$ cat src/rtl/rotate_right_seq.sv
`default_nettype none
// ============================================================================
//  Module      : rotate_right_seq
//  Description : Sequential rotate-right unit. Accepts an operand and a rotate
//                amount over a valid/ready handshake and applies one
//                binary-weighted rotation stage per clock (stage s rotates
//                right by 2^s when bit s of the amount is set). The result is
//                held until the consumer takes it. Inverse of the
//                combinational rotate-left block.
//
//  Ports       : clk        - clock, rising edge
//                rst_n      - asynchronous active-low reset
//                x          - operand, sampled on acceptance
//                k          - rotate amount, only k[STAGES-1:0] used (mod WIDTH)
//                in_valid   - operand/amount valid
//                in_ready   - block can accept (IDLE only)
//                o          - rotated result (meaningful while out_valid)
//                out_valid  - result available (DONE only)
//                out_ready  - consumer takes result
//
//  Options     : ROTATE_RIGHT_SEQ_FASTZERO_EN - when defined, an accepted
//                amount of zero (mod WIDTH) skips the stage walk and goes
//                straight to DONE with o = x.
//
//  Revision    : 1.0 - initial release
// ============================================================================
module rotate_right_seq #(
    parameter int WIDTH = 32            // power of two, >= 2
) (
    input  logic             clk,
    input  logic             rst_n,
    input  logic [WIDTH-1:0] x,
    input  logic [31:0]      k,
    input  logic             in_valid,
    output logic             in_ready,
    output logic [WIDTH-1:0] o,
    output logic             out_valid,
    input  logic             out_ready
);

    localparam int STAGES = $clog2(WIDTH);
    // Stage counter needs at least one bit even when there is a single stage.
    localparam int S_W    = (STAGES > 1) ? $clog2(STAGES) : 1;
    localparam logic [S_W-1:0] C_LAST_STAGE = S_W'(STAGES - 1);

    typedef enum logic [1:0] {
        ST_IDLE = 2'd0,
        ST_BUSY = 2'd1,
        ST_DONE = 2'd2
    } state_t;

    state_t              state_q, state_d;
    logic [WIDTH-1:0]    work_q,  work_d;
    logic [STAGES-1:0]   kreg_q,  kreg_d;
    logic [S_W-1:0]      s_q,     s_d;

    // Upper amount bits are irrelevant: rotation is modulo WIDTH.
    logic                w_unused_k;
    assign w_unused_k = ^k[31:STAGES];

    // ------------------------------------------------------------------------
    // Every candidate stage rotation of the working register; the current
    // stage selects one of them below.
    // ------------------------------------------------------------------------
    logic [WIDTH-1:0]    w_stage_rot [STAGES];

    genvar gi;
    generate
        for (gi = 0; gi < STAGES; gi++) begin : g_stage
            assign w_stage_rot[gi] = {work_q[(2**gi)-1:0], work_q[WIDTH-1:(2**gi)]};
        end
    endgenerate

    logic [WIDTH-1:0]    w_rot;
    logic                w_take;

    always_comb begin
        w_rot  = work_q;
        w_take = 1'b0;
        for (int i = 0; i < STAGES; i++) begin
            if (s_q == S_W'(i)) begin
                w_rot  = w_stage_rot[i];
                w_take = kreg_q[i];
            end
        end
    end

    // ------------------------------------------------------------------------
    // Next-state logic
    // ------------------------------------------------------------------------
    always_comb begin
        state_d = state_q;
        work_d  = work_q;
        kreg_d  = kreg_q;
        s_d     = s_q;

        case (state_q)
            ST_IDLE: begin
                if (in_valid) begin
                    work_d = x;
                    kreg_d = k[STAGES-1:0];
                    s_d    = '0;
`ifdef ROTATE_RIGHT_SEQ_FASTZERO_EN
                    // Zero rotation needs no stages: result is x itself.
                    if (k[STAGES-1:0] == '0) begin
                        state_d = ST_DONE;
                    end else begin
                        state_d = ST_BUSY;
                    end
`else
                    state_d = ST_BUSY;
`endif
                end
            end

            ST_BUSY: begin
                // Every stage is walked regardless of the amount bit, giving
                // a fixed latency.
                if (w_take) begin
                    work_d = w_rot;
                end
                s_d = s_q + 1'b1;
                if (s_q == C_LAST_STAGE) begin
                    state_d = ST_DONE;
                end
            end

            ST_DONE: begin
                if (out_ready) begin
                    state_d = ST_IDLE;
                end
            end

            default: begin
                state_d = ST_IDLE;
            end
        endcase
    end

    // ------------------------------------------------------------------------
    // State registers
    // ------------------------------------------------------------------------
    always_ff @(posedge clk or negedge rst_n) begin
        if (!rst_n) begin
            state_q <= ST_IDLE;
            work_q  <= '0;
            kreg_q  <= '0;
            s_q     <= '0;
        end else begin
            state_q <= state_d;
            work_q  <= work_d;
            kreg_q  <= kreg_d;
            s_q     <= s_d;
        end
    end

    // Outputs are pure decodes of registered state.
    assign in_ready  = (state_q == ST_IDLE);
    assign out_valid = (state_q == ST_DONE);
    assign o         = work_q;

endmodule
`default_nettype wire

$ cat config.mk
export PLATFORM = sky130hd
export DESIGN_NAME = rotate_right_seq
export DESIGN_NICKNAME = d
export VERILOG_FILES = /design/src/rtl/rotate_right_seq.sv
export SDC_FILE = /design/constraint.sdc
export NUM_CORES = 1
export LEC_CHECK = 0
export CELL_PAD_IN_SITES_DETAIL_PLACEMENT = 2
export CELL_PAD_IN_SITES_GLOBAL_PLACEMENT = 2
export CORE_MARGIN = 8
export CORE_UTILIZATION = 32
export DETAILED_ROUTE_END_ITERATION = 16
export PLACE_DENSITY = 0.95
export SYNTH_ARGS = -nofsm -noshare
export SYNTH_HDL_FRONTEND = slang
export SYNTH_SLANG_ARGS = --single-unit
export TNS_END_PERCENT = 20
$ cat constraint.sdc
create_clock -name clk -period 6.1 [get_ports clk]
set_clock_uncertainty 0.1 [all_clocks]
set_input_delay 0.915 -clock clk [delete_from_list [all_inputs] [get_ports clk]]
set_output_delay 0.915 -clock clk [all_outputs]
set_load 0.05 [all_outputs]
==> impl_metrics.ini <==
[outcome]
status = complete, no violations

[logic_synthesis]
synth_area_um2 = 3700
async_reset_ff_share_pct = 100
synth_edf_count = 0
synthCells = 392
post_synth_num_cell_types = 38
synth-seq-cells = 42
ys.warnings.count = 0
syn_nets = 465
yosysSeqAreaShare_pct = 28.4
synth_top_flop_cell = dfrtp_1
syn_area_per_cell_um2 = 9.44

[min_path]
hold_start = kreg_q[3]$_DFFE_PN0P_
min_to = kreg_q[3]$_DFFE_PN0P_
hold_class = reg -> reg
min_path_cells = 1

[clocking]
cts_setup_buffers = 0
cts_resized = 0
numCtsBuffers = 5
cts-htree-levels = 2
cts-hold-fix-buffers = 0
cts_tree = built
clk_latency_ps = 290
clock_sinks = 42
path_clk_slew_ps = 60
cts_root_buf = clkbuf_16
clk_path_buf_depth = 2

[critical_path]
startpoint_type = register
critical_path_class = reg -> reg
arrival_ps = 3910
worstSetupEndpointType = register
r2r_cells = 5
critPathMaxFanout = 72
critical_path_required_ps = 6170
r2r_start = s_q[2]$_DFFE_PN0P_
rr_endpoint = o[18]$_DFFE_PN0P_
ff2ff_setup_slack_ps = 2250

[place]
dpl.hpwl_mm = 10.6
io_buffers = 74
placed_area_um2 = 4460
gp_congestion = 0.818

[flow_run]
cap_violations = 0

[layout]
nFillCells = 1200
finalInstanceArea_um2 = 4630
regArea_um2 = 1050
final_util_pct = 40.8
final_common_cell = clkdlybuf4s50_1
mostFrequentLayoutCells = clkdlybuf4s50_1 (73), dfrtp_1 (42), o21ai_0 (31)
syn_to_final_growth_pct = 25.2
drive_gt1_share_pct = 13.2
nNetsFinal = 506
multi_input_area_um2 = 2410
diodes = 0

[power_and_ir_drop]
power_per_cell_area_nw_per_um2 = 760
power.share.switching_pct = 52.2
ir_drop_mv = 0.304
combPwrFrac_pct = 68.9
p_sw_mw = 1.84
p_leak_nw = 1.93
seq_power_share_pct = 22.0
p_clk_share_pct = 9.1
internal_power_mw = 1.69
power.total_mw = 3.52

[drt]
drc_errors = 0
vias = 3791
routedWlPerCell_um = 29.0
drtPass1Iterations = 5
drt_iter0_drc = 333
antenna_left = 0
routed_wl_mm = 16.7
avgViaCountPerCell = 6.58

[sta]
setup_tns_ps = 0
fin_crit_ps = 3850
tightest_slew_ps = 1170
timing.final.hold_violations = 0
setup_viol = 0
timing.final.max_slew_violations = 0
post-route-period-util_pct = 63.1
relSlewSlack_pct = 22.1
rsz0062_at_grt = false
max_freq_ghz = 0.260

[global_routing]
antenna_found_initial = 0
first_global_vias = 4105
grt_pass1_wl_mm = 25.6
grt.total_usage_pct = 22.2
grt_max_degree = 73
grt-ovfl-total = 0

[floorplan]
fp.dieW_um = 124
pin_count = 102
initial_core_util_pct = 32.6
fp-row-count = 39
die_area_um2 = 15300
core_um2 = 11400
chipHeight_um = 124
[power groups by stage]
stage                     Clock (mW)  Sequential, mW  Combinational, mW
after detailed placement           0           0.762               2.37
after floorplan                    0           0.953               1.43
after global routing           0.333           0.782               2.56
after CTS                      0.323           0.761               2.41
final                          0.322           0.774               2.43
after global placement             0           0.749               2.24
[through the flow]
step,cells,hold WS [ps],setup slack (ps)
floorplan,392,381,3530
global placement,569,400,2430
detailed placement,569,420,2370
CTS,576,428,2310
global route,576,451,2120
finish,576,426,2250
[critical path, stage by stage (launching register included)]
cell and delay (ps):
dfrtp_1 330, buf_4 570, nand2_1 900, nand3_1 390, a41o_2 970, mux2_2 430
[cells in the mapped netlist (5+ instances only)]
library cell	n	area [um2]
dfrtp_1	42	1050
clkbuf_1	35	131
o21ai_0	31	155
a2111oi_0	30	263
a22oi_1	30	225
and3b_1	30	263
nor4bb_1	30	300
nand2b_1	29	181
nand3_1	29	145
mux2_4	28	420
inv_1	7	26.3
mux2_2	7	78.8
nand2_1	7	26.3
ha_1	5	62.6
[sequential cells by signal, indices dropped and copies added, names as in the netlist]
signal and cells:
state_q 2, o 32, s_q 3, kreg_q 5
[layer usage]
layer / track usage [%] / vias up / part of all wire, %
li1: - / 1607 / -
met1: 28.1 / 1988 / 42
met2: 36.4 / 166 / 49
met3: 4.29 / 30 / 6.3
met4: 8.80 / 0 / 2.9
met5: 0 / - / 0
[worst max path at each step]
stage	start	to	slack [ps]	cells past startpoint
4_1_cts	s_q[2]$_DFFE_PN0P_	o[18]$_DFFE_PN0P_	2310	5
3_3_place_gp	s_q[2]$_DFFE_PN0P_	o[18]$_DFFE_PN0P_	2430	5
5_1_grt	s_q[2]$_DFFE_PN0P_	o[18]$_DFFE_PN0P_	2120	5
3_5_place_dp	s_q[2]$_DFFE_PN0P_	o[17]$_DFFE_PN0P_	2370	5
6_report	s_q[2]$_DFFE_PN0P_	o[18]$_DFFE_PN0P_	2250	5
2_1_floorplan	s_q[2]$_DFFE_PN0P_	o[0]$_DFFE_PN0P_	3530	10
[layout make-up]
cell class | instances | share of cell area (%)
clock inverter | 1 | 0.648
inverter | 7 | 0.567
clock buffer | 6 | 3.00
tap | 143 | 3.86
timing repair buffer | 82 | 17.2
sequential | 42 | 22.7
multi-input combinational | 295 | 52.1
[cells by family (layout without fill, tap and decap cells)]
kind of cell	after synthesis	in the layout	share of synthesized area, %
and+or+nand+nor	143	143	28.1
DFF	42	42	28.4
adders and majority gates	5	5	1.69
AOI/OAI and AO/OA	112	112	21.7
muxes	35	35	13.5
buffers and inverters	55	96	6.69
(Power assumes the default switching activity.)
